`config.mk`:
```
export PLATFORM = sky130hd
export DESIGN_NAME = rr_arbiter
export DESIGN_NICKNAME = d
export VERILOG_FILES = /design/src/rtl/rr_arbiter_pkg.sv /design/src/rtl/lsb_finder.sv /design/src/rtl/rr_arbiter.sv
export SDC_FILE = /design/constraint.sdc
export NUM_CORES = 1
export LEC_CHECK = 0
export ABC_CLOCK_PERIOD_IN_PS = 2950
export BUFFER_PORTS_ARGS = -buffer_cell sky130_fd_sc_hd__buf_2
export CAP_MARGIN = 20
export CORE_UTILIZATION = 45
export CTS_CLUSTER_SIZE = 10
export DETAILED_ROUTE_END_ITERATION = 10
export MAX_ROUTING_LAYER = met4
export PLACE_DENSITY_LB_ADDON = 0.1
export SLEW_MARGIN = 5
export SYNTH_ARGS = -nofsm -noshare
export SYNTH_HDL_FRONTEND = slang
export SYNTH_HIERARCHICAL = 1
export SYNTH_SLANG_ARGS = --single-unit
export TNS_END_PERCENT = 1
```
`constraint.sdc`:
```
create_clock -name clk -period 2.95 [get_ports clk]
set_input_delay 0 -clock clk [delete_from_list [all_inputs] [get_ports clk]]
set_output_delay 0 -clock clk [all_outputs]
set_load 0.005 [all_outputs]
```
`src/rtl/rr_arbiter_pkg.sv`:
```
// Shared types and width helpers for the round-robin arbiter.
// The grant FSM has two states; the widths are derived from the requester count and the hold limit.
package rr_arbiter_pkg;

    typedef enum logic {
        IDLE  = 1'b0,
        GRANT = 1'b1
    } state_t;

    localparam int DEF_NUM_REQ  = 16;
    localparam int DEF_MAX_HOLD = 8;

    // Index width; never below one bit.
    function automatic int idx_width(input int n);
        return (n > 1) ? $clog2(n) : 1;
    endfunction

    // Hold counter width; it must be able to hold values up to MAX_HOLD.
    function automatic int cnt_width(input int h);
        return (h > 0) ? $clog2(h + 1) : 1;
    endfunction

endpackage

```
`src/rtl/lsb_finder.sv`:
```
// Combinational lowest-set-bit finder.
// The index output is 0 when the input vector is empty.
module lsb_finder
    import rr_arbiter_pkg::*;
#(
    parameter int NUM_REQ = DEF_NUM_REQ,
    parameter int IDX_W   = idx_width(NUM_REQ)
) (
    input  logic [NUM_REQ-1:0] vec,
    output logic [IDX_W-1:0]   idx,
    output logic               found
);

    // Scan from the top down so that the lowest set bit is the last one written.
    always_comb begin
        idx = '0;
        for (int i = NUM_REQ - 1; i >= 0; i--) begin
            idx = vec[i] ? IDX_W'(i) : idx;
        end
        found = |vec;
    end

endmodule

```
`src/rtl/rr_arbiter.sv`:
```
// Round-robin arbiter with a registered one-hot grant.
// A grant ends on done, on a withdrawn request, or on a hold timeout; one idle cycle follows every grant.
module rr_arbiter
    import rr_arbiter_pkg::*;
#(
    parameter int NUM_REQ  = DEF_NUM_REQ,
    parameter int MAX_HOLD = DEF_MAX_HOLD,
    parameter int IDX_W    = idx_width(NUM_REQ),
    parameter int CNT_W    = cnt_width(MAX_HOLD)
) (
    input  logic               clk,
    input  logic               rst,
    input  logic [NUM_REQ-1:0] req,
    input  logic               done,
    output logic [NUM_REQ-1:0] gnt,
    output logic [IDX_W-1:0]   gnt_idx,
    output logic               gnt_valid
);

    state_t               state_r, state_nxt_s;
    logic [IDX_W-1:0]     ptr_r, ptr_nxt_s;
    logic [CNT_W-1:0]     hold_cnt_r, hold_cnt_nxt_s;
    logic [NUM_REQ-1:0]   gnt_r, gnt_nxt_s;
    logic [IDX_W-1:0]     gnt_idx_r, gnt_idx_nxt_s;
    logic                 gnt_valid_r, gnt_valid_nxt_s;

    logic [NUM_REQ-1:0]   mask_s;
    logic [IDX_W-1:0]     masked_idx_s, raw_idx_s, win_idx_s;
    logic                 masked_found_s, raw_found_s, release_s;

    // Keep only requesters at or above the pointer.
    always_comb begin
        mask_s = '0;
        for (int i = 0; i < NUM_REQ; i++) begin
            mask_s[i] = (i >= int'(ptr_r)) ? 1'b1 : 1'b0;
        end
    end

    lsb_finder #(.NUM_REQ(NUM_REQ), .IDX_W(IDX_W)) u_masked_finder (
        .vec   (req & mask_s),
        .idx   (masked_idx_s),
        .found (masked_found_s)
    );

    lsb_finder #(.NUM_REQ(NUM_REQ), .IDX_W(IDX_W)) u_raw_finder (
        .vec   (req),
        .idx   (raw_idx_s),
        .found (raw_found_s)
    );

    assign win_idx_s = masked_found_s ? masked_idx_s : raw_idx_s;
    assign release_s = done || !req[gnt_idx_r] || (hold_cnt_r == CNT_W'(MAX_HOLD - 1));

    // Next-state, pointer, counter and grant outputs.
    always_comb begin
        state_nxt_s     = state_r;
        ptr_nxt_s       = ptr_r;
        hold_cnt_nxt_s  = hold_cnt_r;
        gnt_nxt_s       = gnt_r;
        gnt_idx_nxt_s   = gnt_idx_r;
        gnt_valid_nxt_s = gnt_valid_r;
        case (state_r)
            IDLE: begin
                if (raw_found_s) begin
                    state_nxt_s     = GRANT;
                    gnt_nxt_s       = {{(NUM_REQ-1){1'b0}}, 1'b1} << win_idx_s;
                    gnt_idx_nxt_s   = win_idx_s;
                    gnt_valid_nxt_s = 1'b1;
                    hold_cnt_nxt_s  = '0;
                end else begin
                    gnt_nxt_s       = '0;
                    gnt_idx_nxt_s   = '0;
                    gnt_valid_nxt_s = 1'b0;
                end
            end
            GRANT: begin
                if (release_s) begin
                    state_nxt_s     = IDLE;
                    gnt_nxt_s       = '0;
                    gnt_idx_nxt_s   = '0;
                    gnt_valid_nxt_s = 1'b0;
                    ptr_nxt_s       = (gnt_idx_r == IDX_W'(NUM_REQ - 1)) ? '0 : gnt_idx_r + IDX_W'(1);
                end else begin
                    hold_cnt_nxt_s  = hold_cnt_r + CNT_W'(1);
                end
            end
            default: begin
                state_nxt_s     = IDLE;
                gnt_nxt_s       = '0;
                gnt_idx_nxt_s   = '0;
                gnt_valid_nxt_s = 1'b0;
                ptr_nxt_s       = '0;
                hold_cnt_nxt_s  = '0;
            end
        endcase
    end

    // State and output registers with synchronous reset.
    always_ff @(posedge clk) begin
        if (rst) begin
            state_r     <= IDLE;
            ptr_r       <= '0;
            hold_cnt_r  <= '0;
            gnt_r       <= '0;
            gnt_idx_r   <= '0;
            gnt_valid_r <= 1'b0;
        end else begin
            state_r     <= state_nxt_s;
            ptr_r       <= ptr_nxt_s;
            hold_cnt_r  <= hold_cnt_nxt_s;
            gnt_r       <= gnt_nxt_s;
            gnt_idx_r   <= gnt_idx_nxt_s;
            gnt_valid_r <= gnt_valid_nxt_s;
        end
    end

    assign gnt       = gnt_r;
    assign gnt_idx   = gnt_idx_r;
    assign gnt_valid = gnt_valid_r;

endmodule
```
After elaboration in Yosys (flattened, before gate mapping) --
Index checks and enable logic that the tools add are counted.
Storage, ports and cells: input bits 19, register bits 30, output and inout bits 21
Cells by class: equal/unequal tests 5, bitwise operators 2, magnitude comparators 16, add/sub/neg operators 2, reductions and logical operators 7, shifts and indexed selects 1, muxes and demuxes 65
Operators with widths (number):
- $mux W4 | 38
- $mux W16 | 2
- $pmux W16 S2 | 1
- $reduce_or A16 Y1 | 2
- $ge A4 B4 Y1 const A | 7
- $mux W1 | 19
- $and A16 B16 Y16 | 1
- $ge A3 B4 Y1 const A | 4
- $pmux W4 S2 | 2
- $shl A1 B4 Y16 const A | 1
- $add A4 B1 Y4 const B | 2
- $ge A1 B4 Y1 const A | 2
- $ge A2 B4 Y1 const A | 2
- $lt A4 B5 Y1 const B | 1
- $bmux W1 S4 | 1
- $eq A4 B3 Y1 const B | 1
- $eq A4 B4 Y1 const B | 1
- $ne A2 B2 Y1 const B | 2
- $pmux W1 S2 | 2
- $reduce_and A2 Y1 | 2
- $logic_or A1 B1 Y1 | 2
- $ne A2 B1 Y1 const B | 1
- $logic_not A1 Y1 | 1
- $not A1 Y1 | 1

Depth between registers and ports, before layout --
Gate-level depths: netlist of run 1.
depth after elaboration 23, depth in mapped cells 13, mapped depth without buffers 12

Cells and area by module --
The synthesis of run 1 kept the hierarchy.
Modules (own cells, without submodules):
- rr_arbiter | seq. area each 600.6 µm², area each 1662.8 µm², times used 1, cells each 186
- lsb_finder | seq. area each 0.0 µm², area each 176.4 µm², times used 2, cells each 34

Worst setup path before layout of run 1 --
OpenSTA, ideal clock, no wires.
path kind register to register, start reg ptr_r[2], end reg gnt_r[5], in the netlist gnt[5], stages on the path, launching flop included 12, buffers on the path 2, slack 0.400 ns, period minus slack after synthesis 2.550 ns, data arrival time 2.485 ns, path through dfxtp_1 > clkbuf_1 > o21ai_0 > and3b_1 > nor4_2 > nand3_1 > or3_1 > clkbuf_1 > mux2_1 > nor2_1 > a32oi_1 > nor2_1
RTL lines:
- start, declared | RTL line rr_arbiter.sv:21 | logic [IDX_W-1:0] ptr_r, ptr_nxt_s;
- start signal, assigned | RTL line rr_arbiter.sv:109 | ptr_r <= ptr_nxt_s;
- $ge A1 B4 Y1, or another cell as far along | RTL line rr_arbiter.sv:35 | mask_s[i] = (i >= int'(ptr_r)) ? 1'b1 : 1'b0;
- $mux W1 | RTL line rr_arbiter.sv:35
- $and A16 B16 Y16 * | RTL line rr_arbiter.sv:40 | .vec (req & mask_s),
- $reduce_or A16 Y1 * | RTL line lsb_finder.sv:20 | found = |vec;
- net masked_found_s | RTL line rr_arbiter.sv:29 | logic masked_found_s, raw_found_s, release_s;
- $mux W4 * | RTL line rr_arbiter.sv:51 | assign win_idx_s = masked_found_s ? masked_idx_s : raw_idx_s;
- $shl A1 B4 Y16 * | RTL line rr_arbiter.sv:66 | gnt_nxt_s = {{(NUM_REQ-1){1'b0}}, 1'b1} << win_idx_s;
- $mux W16 * | RTL line rr_arbiter.sv:64 | if (raw_found_s) begin
- $pmux W16 S2 * | RTL line rr_arbiter.sv:62 | case (state_r)
- end signal, assigned | RTL line rr_arbiter.sv:111 | gnt_r <= gnt_nxt_s;
- end, declared | RTL line rr_arbiter.sv:23 | logic [NUM_REQ-1:0] gnt_r, gnt_nxt_s;
Mark *: on every way through the listed nets, which the timed path passes. The rest lies on a longest branch. A chain may end at the register's enable or synchronous reset.

Final worst setup path of run 1 --
start reg ptr_r[1], end reg gnt_r[14], in the netlist gnt[14]
Same word-level chain as after synthesis.

==> summary.txt, run 1 <==
STA
  • Slew margin rel.: between 60% and 70%
  • Worst Max-Slew Pin Slew: approximately 560 ps
  • Post-layout min period: 2720 ps
  • Sum Neg Setup Slack: 0 ps
  • Period utilisation layout: 92.2%
  • Setup ws final: between 200 and 250 ps
  • Setup Viol. Count Final: 0
  • Fmax: between 300 and 400 MHz
  • RSZ-0062 raised after global routing: no
  • Setup Skew: a little under 4 ps
  • Final Max Tran Viols: 0
  • Final hold viol count: 0

Detailed routing
  • Initial DRC Count: 180
  • Via density: a little over 6
  • DR pass1 iterations: 4
  • Wirelength per Cell: approximately 16 um
  • Routed wire length: approximately 5500 um
  • Via count: slightly above 2000
  • Drt drc: 0
  • ANT nets after route: 0

Cells and area
  • Post-route insts no fill: 338
  • Most common cell after layout, fill and taps aside: nor2_1
  • # diodes: 0
  • Area delta synth->final: 14.6%
  • Nets: 310
  • Most frequent cells in the layout: nor2_1, buf_2, dfxtp_1
  • Share of layout cells above drive strength 1: between 20% and 30%

Logic synthesis
  • Mapped Nets: 275
  • Top post-synthesis cells by area: dfxtp_1, nor2_1, a32oi_1
  • Cell accounting for the most synthesized area: dfxtp_1
  • Number of synthesized flops with an enable pin: 0
  • Syn avg cell area: approximately 7.9 um2
  • Synth Warn #: 6
  • Yosys top cell area share: between 20% and 30%
  • #FFs+latches synth: 30
  • Seq/Total Area, Yosys: just under 30%
  • Post-synthesis cell type count: 48
  • Most used flip-flop cell after synthesis: dfxtp_1
  • Synth Cell Area: just over 2000 um2
  • Syn Inst Count: approximately 250
  • Fraction of registers with async set/reset: 0%

CTS
  • Skew-Pair Late Insertion Delay: roughly 280 ps
  • CTS root buf: clkbuf_8
  • Bufs on Longest Clock Path: 2
  • Hold_buf cts: 0
  • CTS sink cnt: 30
  • CTS H-tree lvls: 2
  • Post-CTS Setup Bufs: 0
  • Total CTS buffers: 5
  • Clock slew at reported path FFs: 60 ps
  • CTS tree: done

Global routing
  • Vias in the first global route: around 1800
  • Largest net degree at the start of global routing: 32
  • First-pass GRT wire length: 8780 um
  • Total Routing Usage GR: 26.4%
  • Initial antenna violation count: 0
  • GRT Residual Overflow: 0

Worst setup path
  • Reg-to-Reg End: gnt[14]$_SDFFE_PP0P_
  • Crit path launch type: flop
  • Worst-path maximum fanout: 10
  • CP Data Required Time: ~3200 ps
  • Worst reg-to-reg setup slack: about 230 ps
  • R2r startpoint: ptr_r[1]$_SDFFE_PP0P_
  • Crit Path Class: reg2reg
  • R2r worst-path depth: 10
  • Beginning of the critical path: ptr_r[1]$_SDFFE_PP0P_
  • CP Data Arrival Time: approximately 2900 ps
  • Crit path to: gnt[14]$_SDFFE_PP0P_
  • Crit. End Element: flop

Pwr
  • Static leakage: 0.968 nW
  • P_sw: between 300 and 400 uW
  • Power share of the clock group: approximately 30%
  • IR Drop Worst-Case VDD: approximately 0.00034 V
  • Pwr/cell area: 468 nW/um2
  • P_int: 718 uW
  • Reg power frac: ~43%
  • Comb pwr share: 27.4%
  • Sw frac: between 30 and 40%

Placed design
  • HPWL Detailed: 4020 um
  • Port Buffers: 39
  • Placed cells: 332
  • Place WS: 177 ps
  • Placer Congestion: between 0.8 and 0.9

Flow run
  • Maxcap violations: 0

Die
  • CORE AREA: a little over 4000 um2
  • Die Area: approximately 4800 um2
  • Die X: between 60 and 70 um
  • Row cnt: 23
  • DIE HEIGHT: 68.9 um
  • Ports: 40
  • Initial Utilization: between 40 and 50%

Worst hold path
  • Min-Delay Path Class: in2reg

Run status
  • Status: completed
-- power by group through the flow --
stage | Combinational (mW) | Clock [mW] | Sequential (mW)
2_1_floorplan | 0.223 | 0 | 0.449
3_3_place_gp | 0.289 | 0 | 0.471
3_5_place_dp | 0.288 | 0 | 0.471
4_1_cts | 0.290 | 0.333 | 0.462
5_1_grt | 0.331 | 0.349 | 0.468
6_report | 0.296 | 0.322 | 0.464
-- state kept, by name, summed over array words and instances (netlist names) --
signal      count
state_r         1
gnt_valid       1
ptr_r           4
gnt_idx         4
gnt            16
hold_cnt_r      4
-- final cells by class --
| cell class | instances | area [um2] |
|---|---|---|
| clock buffer | 6 | 82.6 |
| fill | 411 | 1830 |
| inverter | 15 | 56.3 |
| multi-input combinational | 194 | 1280 |
| sequential | 30 | 603 |
| tap | 50 | 62.6 |
| timing repair buffer | 43 | 225 |
-- stage by stage --
step | total power, mW | util [%] | cell area (um2) | hold WS (ps)
after global placement | 0.760 | 53.6 | 2220 | 401
after floorplan | 0.673 | - | 2020 | 231
final | 1.08 | 55.8 | 2310 | 186
after global routing | 1.15 | 55.8 | 2310 | 206
after detailed placement | 0.759 | 53.6 | 2220 | 404
after CTS | 1.09 | 55.6 | 2300 | 185
-- cells in the mapped netlist, types with 4 or more instances --
master     n
a21oi_1   14
a31oi_1    7
a32oi_1   18
and2_1     4
and3_1     5
clkbuf_1   9
dfxtp_1   30
inv_1     15
mux2i_1    4
nand2_1   13
nand2b_1   6
nand3_1    9
nor2_1    47
nor4_1     4
o21ai_0    8
-- worst min-delay path by stage --
stage                           start                          to  cells after the start
6_report                          rst     gnt_idx[3]$_SDFFE_PP0P_                      2
5_1_grt                           rst        gnt[13]$_SDFFE_PP0P_                      2
4_1_cts                           rst          state_r$_SDFF_PP0_                      2
3_5_place_dp   gnt_valid$_SDFFE_PP0P_                   gnt_valid                      1
3_3_place_gp     gnt[13]$_SDFFE_PP0P_                     gnt[13]                      1
2_1_floorplan                     rst  hold_cnt_r[3]$_SDFFE_PP0P_                      2
-- per-layer routing --
layer	share of wire, %	GRT usage (%)
met5	0	-
met4	2.0	11.5
met3	5.2	5.76
met2	47	40.5
met1	46	33.2
-- worst max-delay path, stage by stage (launching register included) --
cell and delay (ps):
dfxtp_1 500, o21ai_0 110, and3b_1 220, nor4_2 320, nand3_1 130, or3_1 480, mux2i_1 190, nand2b_1 210
nor2_1 280, a32oi_1 90, nor2_1 110
-- cell families after synthesis --
logic type | after synthesis | synth area share (%)
adders and majority gates | 2 | 1.24
xor gates and xnor gates | 1 | 0.435
DFF | 30 | 29.8
muxes | 12 | 8.13
buffers and inverters | 30 | 6.89
AOI/OAI and AO/OA | 74 | 28.2
and+or+nand+nor | 105 | 25.3
-- what timing repair did --
item | in CTS | in global routing
setup endpoints to repair | 0 | 9
gates resized for setup | 0 | 4
endpoints found under the hold margin | 0 | 0
(Power assumes the default switching activity.)
==> inputs of run 2 (changes only) <==
Settings changed: CORE_UTILIZATION 45 to 50.
==> summary.txt, run 2 (synthesis gave the netlist of run 1 again) <==
STA
  • Fmax: 363 MHz (-1.4%)
  • Final hold viol count: 0 (unchanged)
  • Setup Skew: 9.80 ps (+5.91 ps)
  • RSZ-0062 raised after global routing: yes
  • Setup Viol. Count Final: 0 (unchanged)
  • Sum Neg Setup Slack: 0 ps (unchanged)
  • Post-layout min period: 2760 ps (+38.3 ps)
  • Period utilisation layout: 93.5% (+1.3 points)
  • Slew margin rel.: 58.1% (-4.5 points)
  • Setup ws final: 193 ps (-38.3 ps)
  • Worst Max-Slew Pin Slew: 627 ps (+66.2 ps)
  • Final Max Tran Viols: 0 (unchanged)

Detailed routing
  • Wirelength per Cell: 15.1 um (-7.3%)
  • Via count: 2060 (-0.91%)
  • ANT nets after route: 0 (unchanged)
  • Routed wire length: 5090 um (-7.3%)
  • Drt drc: 0 (unchanged)
  • Initial DRC Count: 191 (+6.1%)
  • DR pass1 iterations: 4 (unchanged)
  • Via density: 6.09 (-0.91%)

CTS
  • CTS tree: done
  • CTS root buf: clkbuf_8
  • Hold_buf cts: 0 (unchanged)
  • Skew-Pair Late Insertion Delay: 280 ps (about the same)
  • CTS sink cnt: 30 (unchanged)
  • Total CTS buffers: 5 (unchanged)
  • Post-CTS Setup Bufs: 0 (unchanged)
  • Bufs on Longest Clock Path: 2 (unchanged)
  • Clock slew at reported path FFs: 60 ps (about the same)
  • CTS H-tree lvls: 2 (unchanged)

Placed design
  • Placed Instance Area: 2230 um2 (+0.23%)
  • HPWL Detailed: 3920 um (-2.4%)
  • Placer Congestion: 0.924 (+5.3%)
  • Port Buffers: 39 (unchanged)
  • Place WS: 224 ps (+47.2 ps)
  • Placed cells: 331 (-0.30%)

Flow run
  • Maxcap violations: 0 (unchanged)

Pwr
  • IR Drop Worst-Case VDD: 0.000438 V (+30%)
  • P_int: 809 uW (+13%)
  • Total power: 1.17 mW (+8.0%)
  • Comb pwr share: 25.7% (-1.7 points)
  • Power share of the clock group: 35.3% (+5.6 points)
  • Reg power frac: 39.0% (-3.9 points)
  • P_sw: 359 uW (-1.3%)
  • Sw frac: 30.7% (-2.9 points)
  • Static leakage: 0.987 nW (+2.0%)
  • Pwr/cell area: 499 nW/um2 (+6.6%)

Cells and area
  • Final Instance Area: 2340 um2 (+1.3%)
  • Filler cells: 356 (-13%)
  • Post-route insts no fill: 338 (unchanged)
  • Area delta synth->final: 16.1%
  • Most common cell after layout, fill and taps aside: nor2_1
  • Nets: 311 (+0.32%)
  • Largest register FFs: 16 (unchanged)
  • Share of layout cells above drive strength 1: 23.4% (-0.51 points)
  • # diodes: 0 (unchanged)
  • Most frequent cells in the layout: nor2_1, buf_2, dfxtp_1

Die
  • Die Area: 4290 um2 (-9.7%)
  • Row cnt: 22 (-4.3%)
  • Die X: 65.5 um (-5.0%)
  • Ports: 40 (unchanged)
  • CORE AREA: 3770 um2 (-9.0%)
  • Initial Utilization: 53.5% (+4.8 points)
  • DIE HEIGHT: 65.5 um (-5.0%)

Worst hold path
  • Min-Delay Path Class: in2reg
  • Min-delay src: rst

Worst setup path
  • Most frequent CP cell: nor2_1
  • Crit path launch type: flop
  • CP Data Arrival Time: 2960 ps (+30 ps)
  • Slowest-stage cell, CP: dfxtp_1
  • Crit path largest cell delay: 480 ps (-20 ps)
  • WP buf/inv: 0 (unchanged)
  • CP Data Required Time: 3160 ps (about the same)
  • Beginning of the critical path: ptr_r[1]$_SDFFE_PP0P_
  • R2r startpoint: ptr_r[1]$_SDFFE_PP0P_
  • Critical path's top delay family: simple AND/OR/NAND/NOR gates
  • Crit. End Element: flop
  • Crit Path Class: reg2reg
  • Worst-path maximum fanout: 10 (unchanged)
  • Critical path cell sequence: o21ai_0 -> and3b_1 -> nor4_2 -> nand3_1 -> or3_1 -> mux2_1 -> nor2_1 -> a32oi_1 -> nor2_1

Run status
  • Status: completed

Global routing
  • First-pass GRT wire length: 8480 um (-3.4%)
  • Initial antenna violation count: 0 (unchanged)
  • Largest net degree at the start of global routing: 32 (unchanged)
  • Total Routing Usage GR: 26.6% (+0.15 points)
  • GRT Residual Overflow: 0 (unchanged)
  • Vias in the first global route: 1816 (-1.4%)
run 2: worst paths after layout:
kind	to	slack, ps	cells after the start
setup / recovery	gnt[0]$_SDFFE_PP0P_	190	9
hold / removal	gnt_valid$_SDFFE_PP0P_	190	2
setup reg to reg	gnt[0]$_SDFFE_PP0P_	190	9
hold reg to reg	gnt_valid$_SDFFE_PP0P_	510	2
run 2: per-stage QoR:
| step | utilization (%) | hold WS, ps |
|---|---|---|
| 2_1_floorplan | - | 231 |
| 3_3_place_gp | 59.0 | 402 |
| 3_5_place_dp | 59.0 | 401 |
| 4_1_cts | 62.0 | 183 |
| 5_1_grt | 62.1 | 210 |
| 6_report | 62.1 | 191 |
run 2: final cells by class:
type	instances	area [um2]	area share, %
multi-input combinational	194	1280	54.6
sequential	30	601	25.7
timing repair buffer	44	233	9.94
clock buffer	6	82.6	3.53
tap	48	60.1	2.57
inverter	15	56.3	2.41
clock inverter	1	30.0	1.28
run 2: power by group through the flow:
stage	combinational, mW	sequential (mW)	clock (mW)
2_1_floorplan	0.223	0.449	0
5_1_grt	0.333	0.459	0.443
4_1_cts	0.296	0.455	0.422
6_report	0.300	0.455	0.412
3_3_place_gp	0.295	0.464	0
3_5_place_dp	0.295	0.464	0
run 2: per-layer routing:
layer | wire, um | vias up | global-route usage, %
li1 | - | 1018 | -
met1 | 2420 | 985 | 35.9
met2 | 2420 | 55 | 40.6
met3 | 226 | 2 | 6.42
met4 | 17 | 0 | 4.89
met5 | 0 | - | -
run 2: what timing repair did:
item | in CTS | in global routing
resized for setup | 0 | 1
setup endpoints to repair | 0 | 3
endpoints found under the hold margin | 0 | 0
==> inputs of run 3 (changes only) <==
Settings changed: CORE_UTILIZATION 50 to 40.
==> summary.txt, run 3 (synthesis gave the netlist of run 1 again) <==
CTS
  • Total CTS buffers: 5 (unchanged)
  • CTS root buf: clkbuf_8
  • Post-CTS resize count: 0 (unchanged)
  • Clock slew at reported path FFs: 70 ps (about the same)
  • CTS tree: done
  • CTS H-tree lvls: 2 (unchanged)
  • Post-CTS Setup Bufs: 0 (unchanged)
  • Hold_buf cts: 0 (unchanged)
  • CTS sink cnt: 30 (unchanged)
  • Skew-Pair Late Insertion Delay: 280 ps (about the same)
  • Bufs on Longest Clock Path: 2 (unchanged)

Die
  • DIE HEIGHT: 73.0 um (+11%)
  • Row cnt: 25 (+14%)
  • Die Area: 5330 um2 (+24%)
  • Ports: 40 (unchanged)
  • Initial Utilization: 42.1% (-11 points)
  • CORE AREA: 4790 um2 (+27%)
  • Die X: 73.0 um (+11%)

Cells and area
  • # diodes: 0 (unchanged)
  • Most common cell after layout, fill and taps aside: nor2_1
  • Nets: 310 (-0.32%)
  • Post-route insts no fill: 357 (+5.6%)
  • Filler cells: 482 (+35%)
  • Final Instance Area: 2350 um2 (+0.32%)
  • Largest register FFs: 16 (unchanged)
  • Area delta synth->final: 16.5%
  • Share of layout cells above drive strength 1: 22.4% (-1.0 points)
  • Multi-input logic area: 1280 um2 (-0.20%)
  • Register area: 601 um2 (unchanged)
  • Most frequent cells in the layout: nor2_1, buf_2, dfxtp_1

Detailed routing
  • Via count: 2029 (-1.5%)
  • Initial DRC Count: 126 (-34%)
  • Wirelength per Cell: 15.3 um (+1.5%)
  • ANT nets after route: 0 (unchanged)
  • Via density: 5.68 (-6.7%)
  • Routed wire length: 5450 um (+7.2%)
  • Drt drc: 0 (unchanged)
  • DR pass1 iterations: 4 (unchanged)

STA
  • Final hold viol count: 0 (unchanged)
  • Final Max Tran Viols: 0 (unchanged)
  • Setup Skew: 11.3 ps (+1.47 ps)
  • Sum Neg Setup Slack: 0 ps (unchanged)
  • Worst Max-Slew Pin Slew: 670 ps (+42.9 ps)
  • RSZ-0062 raised after global routing: no
  • Setup Viol. Count Final: 0 (unchanged)
  • Setup ws final: 185 ps (-8.43 ps)
  • Period utilisation layout: 93.7% (+0.29 points)
  • Fmax: 362 MHz (-0.30%)
  • Post-layout min period: 2770 ps (+8.43 ps)
  • Slew margin rel.: 55.3% (-2.9 points)

Global routing
  • GR Util met3: 2.90% (-3.5 points)
  • Met1 Usage GRT: 30.8% (-5.1 points)
  • Largest net degree at the start of global routing: 32 (unchanged)
  • First-pass GRT wire length: 8800 um (+3.8%)
  • Met2 Resource Use GR: 33.4% (-7.2 points)
  • GRT Residual Overflow: 0 (unchanged)
  • Busiest grt layer: met2
  • Total Routing Usage GR: 21.8% (-4.8 points)
  • Initial antenna violation count: 0 (unchanged)
  • Vias in the first global route: 1779 (-2.0%)

Worst setup path
  • Worst-path maximum fanout: 10 (unchanged)
  • Crit path launch type: flop
  • CP Data Arrival Time: 2970 ps (about the same)
  • Crit path largest cell delay: 480 ps (about the same)
  • Crit Path Class: reg2reg
  • Slowest-stage cell, CP: dfxtp_1
  • Critical path cell sequence: o21ai_0 -> and3b_1 -> nor4_2 -> nand3_1 -> or3_1 -> mux2_1 -> nor2_1 -> a32oi_1 -> nor2_1
  • Crit. End Element: flop
  • CP Data Required Time: 3160 ps (about the same)
  • Most frequent CP cell: nor2_1

Pwr
  • Static leakage: 0.977 nW (-1.1%)
  • IR Drop Worst-Case VDD: 0.000468 V (+6.9%)
  • Pwr/cell area: 494 nW/um2 (-1.0%)

Placed design
  • Place WS: 241 ps (+17.0 ps)
  • Placed cells: 349 (+5.4%)
  • Placed Instance Area: 2240 um2 (+0.73%)
  • Placer Congestion: 0.893 (-3.4%)
  • Port Buffers: 39 (unchanged)
  • HPWL Detailed: 4090 um (+4.4%)

Run status
  • Status: completed

Flow run
  • Maxcap violations: 0 (unchanged)

Worst hold path
  • Min-Delay Path Class: in2reg
-- run 3: worst paths after layout --
kind / startpoint / endpoint / slack, ps / depth (start not counted)
setup reg to reg: ptr_r[1]$_SDFFE_PP0P_ / gnt[1]$_SDFFE_PP0P_ / 180 / 9
hold reg to reg: hold_cnt_r[3]$_SDFFE_PP0P_ / hold_cnt_r[3]$_SDFFE_PP0P_ / 520 / 1
hold / removal: rst / gnt[10]$_SDFFE_PP0P_ / 200 / 2
setup / recovery: ptr_r[1]$_SDFFE_PP0P_ / gnt[1]$_SDFFE_PP0P_ / 180 / 9
-- run 3: power breakdown --
group,switching (mW),internal (mW)
sequential,0.0343,0.426
clock,0.151,0.253
combinational,0.185,0.112
total,0.369,0.790
-- run 3: worst max-delay path: cells and delay by family, from the launching register on --
| family | cells | cell delay [ps] |
|---|---|---|
| AOI/OAI and AO/OA | 2 | 230 |
| DFF | 1 | 480 |
| muxes | 1 | 420 |
| and+or+nand+nor | 6 | 1590 |
-- run 3: final cells by class --
| class | instances | share of cell area, % |
|---|---|---|
| clock buffer | 7 | 3.25 |
| clock inverter | 1 | 1.28 |
| inverter | 15 | 2.40 |
| multi-input combinational | 194 | 54.3 |
| sequential | 30 | 25.6 |
| tap | 67 | 3.57 |
| timing repair buffer | 43 | 9.59 |
-- run 3: layer usage --
| metal | wire length [um] | share of wire (%) |
|---|---|---|
| met1 | 2630 | 48 |
| met2 | 2540 | 46 |
| met3 | 259 | 4.7 |
| met4 | 33 | 0.61 |
| met5 | 0 | 0 |
-- run 3: metrics by stage --
stage	util, %	hold WS [ps]	total power, mW
5_1_grt	49.1	221	1.22
3_5_place_dp	46.8	405	0.762
3_3_place_gp	46.8	404	0.764
2_1_floorplan	-	231	0.673
4_1_cts	49.1	191	1.16
6_report	49.1	196	1.16
